$ cat src/rtl/fp_div_norm_round_if.sv
// fp_div_norm_round_if: input/output handshake bundle of the FP divide normalize/round stage (rm only with FDIV_RMODE_EN)
interface fp_div_norm_round_if #(
    parameter int EXP_W = 8,
    parameter int MAN_W = 23
);
    logic                   in_valid;
    logic                   in_ready;
    logic                   s_in;
    logic [EXP_W+1:0]       e_in;
    logic [MAN_W+2:0]       q_in;
    logic [MAN_W+2:0]       r_in;
    logic                   nan_in;
    logic                   inf_in;
    logic                   zero_in;
    logic                   dz_in;
`ifdef FDIV_RMODE_EN
    logic [1:0]             rm;
`endif
    logic                   out_valid;
    logic                   out_ready;
    logic [EXP_W+MAN_W:0]   z_out;
    logic [3:0]             flags_out;

    modport master (
`ifdef FDIV_RMODE_EN
        output rm,
`endif
        output in_valid, s_in, e_in, q_in, r_in, nan_in, inf_in, zero_in, dz_in, out_ready,
        input  in_ready, out_valid, z_out, flags_out
    );

    modport slave (
`ifdef FDIV_RMODE_EN
        input  rm,
`endif
        input  in_valid, s_in, e_in, q_in, r_in, nan_in, inf_in, zero_in, dz_in, out_ready,
        output in_ready, out_valid, z_out, flags_out
    );
endinterface

$ cat src/rtl/fp_div_norm_round.sv
// fp_div_norm_round: 2-stage normalize/round/pack of the FP divide quotient; FDIV_RMODE_EN adds rm[1:0] rounding modes
module fp_div_norm_round #(
    parameter int EXP_W = 8,
    parameter int MAN_W = 23
) (
    input logic                 clk,
    input logic                 rst,
    fp_div_norm_round_if.slave  bus
);
    logic                   en;
    logic                   top, guard, sticky, inc, carry;
    logic [MAN_W-1:0]       frac, frac_r;
    logic [EXP_W+1:0]       exp_n, exp_r;
    logic                   v1, s1, ix1, nan1, inf1, zero1, dz1;
    logic [EXP_W+1:0]       e1;
    logic [MAN_W-1:0]       f1;
    logic                   ovf, unf, sat;
    logic [EXP_W+MAN_W:0]   inf_pat, max_pat, zero_pat, z_n;
    logic [3:0]             f_n;
`ifdef FDIV_RMODE_EN
    logic [1:0]             rm1;
`endif

    assign en = ~bus.out_valid | bus.out_ready;
    assign bus.in_ready = en;

    always_comb begin
        top    = bus.q_in[MAN_W+2];
        frac   = top ? bus.q_in[MAN_W+1:2] : bus.q_in[MAN_W:1];
        guard  = top ? bus.q_in[1] : bus.q_in[0];
        sticky = (top & bus.q_in[0]) | (|bus.r_in);
        exp_n  = top ? bus.e_in : bus.e_in - 1'b1;
`ifdef FDIV_RMODE_EN
        inc = bus.rm == 2'b01 ? 1'b0 :
              bus.rm == 2'b10 ? (guard | sticky) & bus.s_in :
              bus.rm == 2'b11 ? (guard | sticky) & ~bus.s_in :
              guard & (sticky | frac[0]);
`else
        inc = guard & (sticky | frac[0]);
`endif
        {carry, frac_r} = {1'b0, frac} + {{MAN_W{1'b0}}, inc};
        exp_r = exp_n + {{(EXP_W+1){1'b0}}, carry};
    end

    // Exponent is two's complement: negative or zero flushes, >= all-ones saturates.
    always_comb begin
        unf = e1[EXP_W+1] | (e1 == '0);
        ovf = ~e1[EXP_W+1] & (e1[EXP_W] | (&e1[EXP_W-1:0]));
`ifdef FDIV_RMODE_EN
        sat = (rm1 == 2'b01) | ((rm1 == 2'b10) & ~s1) | ((rm1 == 2'b11) & s1);
`else
        sat = 1'b0;
`endif
        inf_pat  = {s1, {EXP_W{1'b1}}, {MAN_W{1'b0}}};
        max_pat  = {s1, {(EXP_W-1){1'b1}}, 1'b0, {MAN_W{1'b1}}};
        zero_pat = {s1, {(EXP_W+MAN_W){1'b0}}};
        z_n = nan1            ? {1'b0, {EXP_W{1'b1}}, 1'b1, {(MAN_W-1){1'b0}}} :
              (inf1 | dz1)    ? inf_pat :
              zero1           ? zero_pat :
              ovf             ? (sat ? max_pat : inf_pat) :
              unf             ? zero_pat :
              {s1, e1[EXP_W-1:0], f1};
        f_n = nan1            ? 4'b0000 :
              (inf1 | dz1)    ? {3'b000, dz1} :
              zero1           ? 4'b0000 :
              ovf             ? 4'b1100 :
              unf             ? 4'b1010 :
              {ix1, 3'b000};
    end

    always_ff @(posedge clk) begin
        if (!rst) begin
            v1            <= 1'b0;
            bus.out_valid <= 1'b0;
            bus.z_out     <= '0;
            bus.flags_out <= '0;
        end else if (en) begin
            v1            <= bus.in_valid;
            s1            <= bus.s_in;
            e1            <= exp_r;
            f1            <= frac_r;
            ix1           <= guard | sticky;
            nan1          <= bus.nan_in;
            inf1          <= bus.inf_in;
            zero1         <= bus.zero_in;
            dz1           <= bus.dz_in;
`ifdef FDIV_RMODE_EN
            rm1           <= bus.rm;
`endif
            bus.out_valid <= v1;
            bus.z_out     <= z_n;
            bus.flags_out <= f_n;
        end
    end
endmodule

$ cat src/flat_wrapper.sv
// flat-port wrapper written by rule: the top's interface ports become plain ports
module fp_div_norm_round_flat 
#(
    parameter int EXP_W = 8,
    parameter int MAN_W = 23
)
  (clk, rst, bus_in_valid, bus_s_in, bus_e_in, bus_q_in, bus_r_in, bus_nan_in, bus_inf_in, bus_zero_in, bus_dz_in, bus_out_ready, bus_in_ready, bus_out_valid, bus_z_out, bus_flags_out);
  fp_div_norm_round_if #(.EXP_W(EXP_W), .MAN_W(MAN_W)) bus_i ();
  input logic clk;
  input logic rst;
  input wire logic [$bits(bus_i.in_valid)-1:0] bus_in_valid;
  input wire logic [$bits(bus_i.s_in)-1:0] bus_s_in;
  input wire logic [$bits(bus_i.e_in)-1:0] bus_e_in;
  input wire logic [$bits(bus_i.q_in)-1:0] bus_q_in;
  input wire logic [$bits(bus_i.r_in)-1:0] bus_r_in;
  input wire logic [$bits(bus_i.nan_in)-1:0] bus_nan_in;
  input wire logic [$bits(bus_i.inf_in)-1:0] bus_inf_in;
  input wire logic [$bits(bus_i.zero_in)-1:0] bus_zero_in;
  input wire logic [$bits(bus_i.dz_in)-1:0] bus_dz_in;
  input wire logic [$bits(bus_i.out_ready)-1:0] bus_out_ready;
  output wire logic [$bits(bus_i.in_ready)-1:0] bus_in_ready;
  output wire logic [$bits(bus_i.out_valid)-1:0] bus_out_valid;
  output wire logic [$bits(bus_i.z_out)-1:0] bus_z_out;
  output wire logic [$bits(bus_i.flags_out)-1:0] bus_flags_out;
  assign bus_i.in_valid = bus_in_valid;
  assign bus_i.s_in = bus_s_in;
  assign bus_i.e_in = bus_e_in;
  assign bus_i.q_in = bus_q_in;
  assign bus_i.r_in = bus_r_in;
  assign bus_i.nan_in = bus_nan_in;
  assign bus_i.inf_in = bus_inf_in;
  assign bus_i.zero_in = bus_zero_in;
  assign bus_i.dz_in = bus_dz_in;
  assign bus_i.out_ready = bus_out_ready;
  assign bus_in_ready = bus_i.in_ready;
  assign bus_out_valid = bus_i.out_valid;
  assign bus_z_out = bus_i.z_out;
  assign bus_flags_out = bus_i.flags_out;
  fp_div_norm_round #(.EXP_W(EXP_W), .MAN_W(MAN_W)) u_core (.clk(clk), .rst(rst), .bus(bus_i));
endmodule
$ cat config.mk
export PLATFORM = sky130hd
export DESIGN_NAME = fp_div_norm_round_flat
export DESIGN_NICKNAME = d
export VERILOG_FILES = /design/src/rtl/fp_div_norm_round_if.sv /design/src/rtl/fp_div_norm_round.sv /design/src/flat_wrapper.sv
export SDC_FILE = /design/constraint.sdc
export NUM_CORES = 1
export LEC_CHECK = 0
export CAP_MARGIN = 20
export CORE_ASPECT_RATIO = 1.75
export CORE_MARGIN = 2
export CORE_UTILIZATION = 49
export DETAILED_ROUTE_END_ITERATION = 10
export PLACE_DENSITY_LB_ADDON = 0.1
export SYNTH_ARGS = -nofsm -noshare
export SYNTH_HDL_FRONTEND = slang
export SYNTH_SLANG_ARGS = --single-unit
$ cat constraint.sdc
create_clock -name clk -period 5.58 [get_ports clk]
set_clock_uncertainty 0.2 [all_clocks]
set_input_delay 1.674 -clock clk [delete_from_list [all_inputs] [get_ports clk]]
set_output_delay 1.674 -clock clk [all_outputs]
set_load 0.005 [all_outputs]
## Yosys cells after proc, flatten, opt, wreduce, memory -nomap -nowiden

Cells that the tools add are included.
Widths: inputs -> output; s select.

- Register bits: 77
- Logic and storage cells: 44
- Input port bits: 71
- Output and inout port bits: 38

- Reductions and logical operators: 4
- Multiplexer cells: 13
- Bitwise logic cells: 12
- Add/subtract/negate cells: 3

Operator list:

| operator | number |
|---|---|
| $mux 31 | 4 |
| $mux 32 | 1 |
| $reduce_or 26->1 | 1 |
| $add 23x1->24 | 1 |
| $mux 23 | 1 |
| $mux 4 | 5 |
| $add 10x1->10 | 1 |
| $logic_not 10->1 | 1 |
| $mux 10 | 1 |
| $sub 10x1->10 const B | 1 |
| $reduce_and 8->1 | 1 |
| $or 1x1->1 | 7 |
| $and 1x1->1 | 3 |
| $not 1->1 | 2 |
| $reduce_and 2->1 | 1 |
| $mux 1 | 1 |

## Logic depth before layout (Yosys ltp)

Gate-level depths: netlist (run 1).

- Depth in word-level cells: 7
- Depth in mapped cells: 13
- Mapped depth without buffers: 11

## Least setup slack after synthesis (run 1)

Ideal clock, no wire load.

- Path kind: input-to-reg
- Start point: in bus_q_in[25]
- End point: reg u_core.e1[9] (data pin)
- Setup time: 0.168 ns
- Path slack: 1.021 ns
- Arrival time: 4.192 ns
- Required time: 5.212 ns
- Stages: 12
- Buffers on the path: 1
- Path through: buf_6 nand2b_1 a2111oi_4 and2_1 nand3_1 nor2_1 ha_1 inv_1 o41ai_2 and4_1 a31oi_1 a221oi_2

- Word-level cells in the longest chain between the ends: 6
- Elaborated cells between the ends (all ways): 9
- Classes of those cells: 2 x add/sub; 3 x mux; 4 x bitwise

Ends and longest elaborated chain:

| element | line | source |
|---|---|---|
| start: declaration | flat_wrapper.sv:14 | `input wire logic [$bits(bus_i.q_in)-1:0] bus_q_in;` |
| $and 1x1->1 | fp_div_norm_round.sv:31 | `sticky = (top & bus.q_in[0]) \| (\|bus.r_in);` |
| $or 1x1->1 | fp_div_norm_round.sv:31 |  |
| $or 1x1->1 | fp_div_norm_round.sv:39 | `inc = guard & (sticky \| frac[0]);` |
| $and 1x1->1 | fp_div_norm_round.sv:39 |  |
| $add 23x1->24 | fp_div_norm_round.sv:41 | `{carry, frac_r} = {1'b0, frac} + {{MAN_W{1'b0}}, inc};` |
| $add 10x1->10 (*) | fp_div_norm_round.sv:42 | `exp_r = exp_n + {{(EXP_W+1){1'b0}}, carry};` |
| named net u_core.exp_r[9] | fp_div_norm_round.sv:13 | `logic [EXP_W+1:0] exp_n, exp_r;` |
| end signal: assignment | fp_div_norm_round.sv:80 | `e1 <= exp_r;` |
| end: declaration | fp_div_norm_round.sv:15 | `logic [EXP_W+1:0] e1;` |

Mark *: on every way through the listed nets, which the timed path passes. The rest lies on a longest branch.
A chain may end at the register's enable or synchronous reset.

## Worst setup path after layout (run 1)

- Start point: in bus_out_ready
- End point: out bus_in_ready

- Word-level cells in the longest chain between the ends: 1

Ends and longest elaborated chain:

| element | line | source |
|---|---|---|
| start: declaration | flat_wrapper.sv:20 | `input wire logic [$bits(bus_i.out_ready)-1:0] bus_out_ready;` |
| $or 1x1->1 | fp_div_norm_round.sv:24 | `assign en = ~bus.out_valid \| bus.out_ready;` |
| end: declaration | flat_wrapper.sv:21 | `output wire logic [$bits(bus_i.in_ready)-1:0] bus_in_ready;` |

No other way between the ends.

==> results.toml, run 1 <==
[run_status]
status = "finished, final reports clean"

[global_routing]
overflow = 0
first_global_vias = 3545
grt_util_all_layers = 0.220
grt_max_degree = 40
antenna_found_initial = 0
grt_first_pass_wirelength_um = 15900

[yosys]
yosys_warnings = 0
synth_cell_types = 52
async_reset_ff_frac = 0
synth-xor-area-share = 0.0948
synth_edf_count = 39
synthAdderAreaFrac = 0.0120
netlist_area_um2 = 4160
syn_nets = 480
synth_compound_area_frac = 0.129
synth_mux_area_frac = 0.0632
synth-seq-area-share = 0.465
syn_avg_cell_area_um2 = 10.3
synth_ff_type = "edfxtp_1"
synthCells = 405
synth_top_family_by_area = "simple AND/OR/NAND/NOR gates"
synth-simple-area-share = 0.204
synth-seq-cells = 77

[clock_network]
cts_tree = "done"
cts_buffers = 9
hold_buffers = 0
clockBufferDepth = 2
cts_sinks = 77
ctsResizeCount = 0
postCtsSetupBuffers = 0
clkTransAtPathRegs_ps = 60
root_buffer = "clkbuf_16"
clk_latency_ps = 330
cts_max_level = 3

[layout]
nFillCells = 629
layout_commonest_cell = "clkdlybuf4s50_1"
area_growth_pct = 36.5
register_area_um2 = 1930
layout_common_cells = "clkdlybuf4s50_1, edfxtp_1, dfxtp_1, nand2_1, xor2_1"
fin_nets = 587
num_antenna_cells = 0
drive_gt1_frac = 0.0754
multi_input_area_um2 = 2100

[sta]
finalSetupViolCount = 0
hold_viol = 0
rsz0062_at_grt = "false"
fin_crit_ps = 4930
tightest_slew_ps = 915
finalCritPeriodShare = 0.883
fmax_ghz = 0.203
tns_ps = 0
slew_headroom = 0.390
slew_viol_final = 0
holdWs_ps = 263

[power_and_ir_drop]
power_density_nw_per_um2 = 261
peakVddDrop_mv = 0.167
leakage_nw = 1.96

[floorplan]
die_h_um = 126
rows = 44
die_area_um2 = 9270
boundaryPins = 109
fp.dieW_um = 73.6
coreArea_um2 = 8260
start_util = 0.503

[routing]
via_count = 3491
wl_per_cell_um = 15.6
drt_first_pass_iters = 4
viasPerCell = 5.73
routed_wl_um = 9490
drtIter0Drc = 148
ant_nets = 0
drc = 0

[worst_setup_path]
path_cells = "clkdlybuf4s50_1 > nor2b_2 > inv_1 > clkdlybuf4s50_1"
worstSetupEndpointType = "output port"
start_kind = "input port"
crit_type = "in -> out"
arrival_ps = 3050
crit_fanout = 14
reg2reg_slack_ps = 3220
critPathMaxStageDelay_ps = 570
cp_data_required_time_ps = 3710
cpMostUsedCell = "clkdlybuf4s50_1"
crit_path_top_delay_cell = "clkdlybuf4s50_1"

[place]
place.gp.congestion = 0.897
post-dp-hpwl_um = 7100
portBuffers = 108

[worst_hold_path]
hp-class = "reg -> reg"

[flow_run]
maxCapViolCount = 0
==> critical path, delay by kind of cell <==
kind	cells	cell delay, ps
buf+inv	3	1330
simple gates	1	50
==> worst paths after layout <==
kind / to / start / cells past startpoint
worst min-delay path: u_core.bus.z_out[31] / u_core.bus.z_out[31] / 2
worst max-delay path: bus_in_ready / bus_out_ready / 4
worst min register to register: u_core.bus.z_out[31] / u_core.bus.z_out[31] / 2
worst max register to register: u_core.bus.z_out[6] / u_core.e1[4] / 6
==> per-stage QoR <==
step                      total power, mW   util  instances  worst slack [ps]  area, um2
after floorplan                     0.735      -        405              1020       4160
after global placement              0.831  0.646        593               414       5340
after detailed placement            0.834  0.646        593               322       5340
after CTS                            1.49  0.687        609               640       5680
after global routing                 1.53  0.687        609               385       5680
final                                1.48  0.687        609               655       5680
==> report_power, final <==
group	internal, mW	leakage, nW	switching (mW)	total (mW)
Clock	0.434	0.161	0.224	0.658
Sequential	0.628	0.687	0.0131	0.641
Combinational	0.0976	1.11	0.0834	0.181
Total	1.16	1.96	0.320	1.48
==> layout make-up <==
class                      instances  share of cell area
clock buffer                       9              0.0397
inverter                           8             0.00529
multi-input combinational        298               0.371
clock inverter                     7              0.0201
timing repair buffer             118               0.204
sequential                        77               0.340
tap                               92              0.0203
==> cells in the mapped netlist (6+ instances only) <==
library cell | instances | area, um2
nor2_1 | 8 | 30.0
nor2b_1 | 26 | 163
a22oi_1 | 22 | 165
nand3_1 | 18 | 90.1
clkbuf_1 | 14 | 52.6
inv_1 | 8 | 30.0
a21oi_1 | 12 | 60.1
nand2_1 | 35 | 131
xor2_1 | 27 | 236
nor4_1 | 6 | 37.5
o21ai_0 | 13 | 65.1
dfxtp_1 | 38 | 761
nor3_1 | 11 | 55.1
mux2i_1 | 24 | 240
edfxtp_1 | 39 | 1170
buf_2 | 6 | 30.0
and3_1 | 7 | 43.8
a21boi_0 | 7 | 52.6
xnor2_1 | 18 | 158
nand4_1 | 12 | 75.1
==> kinds of logic after synthesis <==
group	Yosys count
xor+xnor	45
fa+ha+maj	4
simple gates	149
flops	77
mux	26
compound gates	74
buf+inv	30
==> registers in the layout, summed over array words and instances, names as in the netlist, 4 cells and up <==
signal,cells
u_core.bus.flags_out,4
u_core.bus.z_out,32
u_core.f1,23
u_core.e1,10
==> per-layer routing <==
metal / global-route usage / part of all wire
met1: 0.239 / 0.37
met3: 0.0480 / 0.050
met2: 0.388 / 0.55
met5: 0 / 0
met4: 0.108 / 0.031
(Power assumes the default switching activity.)
==> run 2: changes to the inputs <==
--- a/config.mk
+++ b/config.mk
@@ -5,12 +5,12 @@
 export SDC_FILE = /design/constraint.sdc
 export NUM_CORES = 1
 export LEC_CHECK = 0
-export CAP_MARGIN = 20
+export CAP_MARGIN = 5
 export CORE_ASPECT_RATIO = 1.75
 export CORE_MARGIN = 2
 export CORE_UTILIZATION = 49
 export DETAILED_ROUTE_END_ITERATION = 10
-export PLACE_DENSITY_LB_ADDON = 0.1
+export PLACE_DENSITY_LB_ADDON = 0.12
 export SYNTH_ARGS = -nofsm -noshare
 export SYNTH_HDL_FRONTEND = slang
 export SYNTH_SLANG_ARGS = --single-unit
==> run 2 against run 1 <==
Wire length grew 0.24%. Critical path depth grew 8. Fmax shrank 5.0%. Final cell count grew 0.16%. Via count grew 0.14%. Sequential cell count is the same. Design area shrank 0.97%. Sequential share of layout area grew 0.33 points. Count of clock-buffer cells in the layout grew 2. Critical endpoint is now u_core.e1[9]. Largest power group is now sequential cells.
==> results.toml, run 2 (synthesis gave the netlist of run 1 again) <==
[power_and_ir_drop]
switching_share = 0.233
power.total_mw = 1.36
seqPwrFrac = 0.473
peakVddDrop_mv = 0.169
leakage_nw = 1.94
switchingPower_mw = 0.316
p_comb_frac = 0.134
clkPwrFrac = 0.393
internal_power_mw = 1.04
power_density_nw_per_um2 = 241

[clock_network]
hold_buffers = 0
root_buffer = "clkbuf_16"
clkTransAtPathRegs_ps = 60
cts_max_level = 3
clockBufferDepth = 2
cts_sinks = 77
postCtsSetupBuffers = 0
clk_latency_ps = 330
cts_tree = "done"
cts_buffers = 9
ctsResizeCount = 0

[layout]
drive_gt1_frac = 0.0792
layout_common_cells = "clkdlybuf4s50_1, edfxtp_1, dfxtp_1, nand2_1, xor2_1"
layout_commonest_cell = "clkdlybuf4s50_1"
area_growth_pct = 35.2
top_regs = "u_core.bus.z_out (32), u_core.f1 (23), u_core.e1 (10)"
top_register = "u_core.bus.z_out"
nFillCells = 670
num_antenna_cells = 0
largest_reg_flops = 32
fin_util = 0.681
fin_nets = 588

[routing]
via_count = 3496
ant_nets = 0
viasPerCell = 5.73
routed_wl_um = 9520
drc = 0
drt_first_pass_iters = 4
drtIter0Drc = 167
wl_per_cell_um = 15.6

[sta]
hold_viol = 0
fin_crit_ps = 5180
tightest_slew_ps = 906
tns_ps = 0
slew_viol_final = 0
rsz0062_at_grt = "false"
holdWs_ps = 260
slew_headroom = 0.396
fmax_ghz = 0.193
finalCritPeriodShare = 0.929
finalSetupViolCount = 0

[floorplan]
start_util = 0.503
coreArea_um2 = 8260
die_h_um = 126
fp.dieW_um = 73.6
rows = 44
die_area_um2 = 9270
boundaryPins = 109

[worst_setup_path]
critPathMaxStageDelay_ps = 810
crit_family = "simple AND/OR/NAND/NOR gates"
worstSetupPathDepth = 12
crit_path_top_delay_cell = "clkdlybuf4s50_1"
path_cells = "clkdlybuf4s50_1 > mux2i_1 > nor3_1 > and3_1 > nand3_1 > nor2_1 > ha_1 > inv_1 > o41ai_2 > and4_1 > a31oi_1 > a221oi_2"
start_kind = "input port"
worstRegToRegCells = 5
path_buf_inv = 2
crit_fanout = 11
worstSetupEndpointType = "flip-flop"
arrival_ps = 5130
cp_data_required_time_ps = 5530
crit_type = "in -> reg"

[place]
post-dp-hpwl_um = 7290
portBuffers = 108
place.gp.congestion = 0.892

[global_routing]
grt_first_pass_wirelength_um = 15600
antenna_found_initial = 0
grt_max_degree = 40
overflow = 0
grt_util_all_layers = 0.219
first_global_vias = 3465

[flow_run]
maxCapViolCount = 0

[worst_hold_path]
holdPathStages = 2
hp-class = "reg -> reg"

[run_status]
status = "finished, final reports clean"
==> run 2: path summary, 6_finish.rpt <==
| kind | start | to | slack [ps] |
|---|---|---|---|
| worst min-delay path | u_core.bus.flags_out[1] | u_core.bus.flags_out[1] | 260 |
| worst max register to register | u_core.e1[4] | u_core.bus.z_out[22] | 3160 |
| worst min register to register | u_core.bus.flags_out[1] | u_core.bus.flags_out[1] | 260 |
| worst max-delay path | bus_q_in[25] | u_core.e1[9] | 400 |
==> run 2: final cells by class <==
type	count	area, um2	area share
Multi-Input combinational cell	298	2100	0.374
Sequential cell	77	1930	0.344
Timing Repair Buffer	119	1160	0.207
Clock buffer	11	243	0.0432
Tap cell	92	115	0.0205
Clock inverter	5	33.8	0.00601
Inverter	8	30.0	0.00534
==> run 2: stage by stage <==
step,cell area (um2),worst slack [ps],std cells
6_report,5620,398,610
5_1_grt,5620,186,610
4_1_cts,5620,454,610
3_5_place_dp,5340,118,594
3_3_place_gp,5340,302,594
2_1_floorplan,4160,1020,405
==> run 2: power groups by stage <==
stage	Combinational, mW	Sequential [mW]	Clock, mW
after detailed placement	0.182	0.653	0
after floorplan	0.0847	0.650	0
after CTS	0.183	0.641	0.546
after global routing	0.198	0.644	0.572
final	0.182	0.641	0.532
after global placement	0.178	0.652	0
==> run 2: worst min-delay path: stages (launching register included) <==
cell and delay [ps]:
dfxtp_1 310, nand2_1 50, a21boi_0 60
==> run 2: metal layers <==
| layer | share of wire | track usage | up-vias |
|---|---|---|---|
| li1 | - | - | 1702 |
| met1 | 0.37 | 0.231 | 1638 |
| met2 | 0.55 | 0.398 | 134 |
| met3 | 0.048 | 0.0400 | 22 |
| met4 | 0.027 | 0.109 | 0 |
| met5 | 0 | 0 | - |
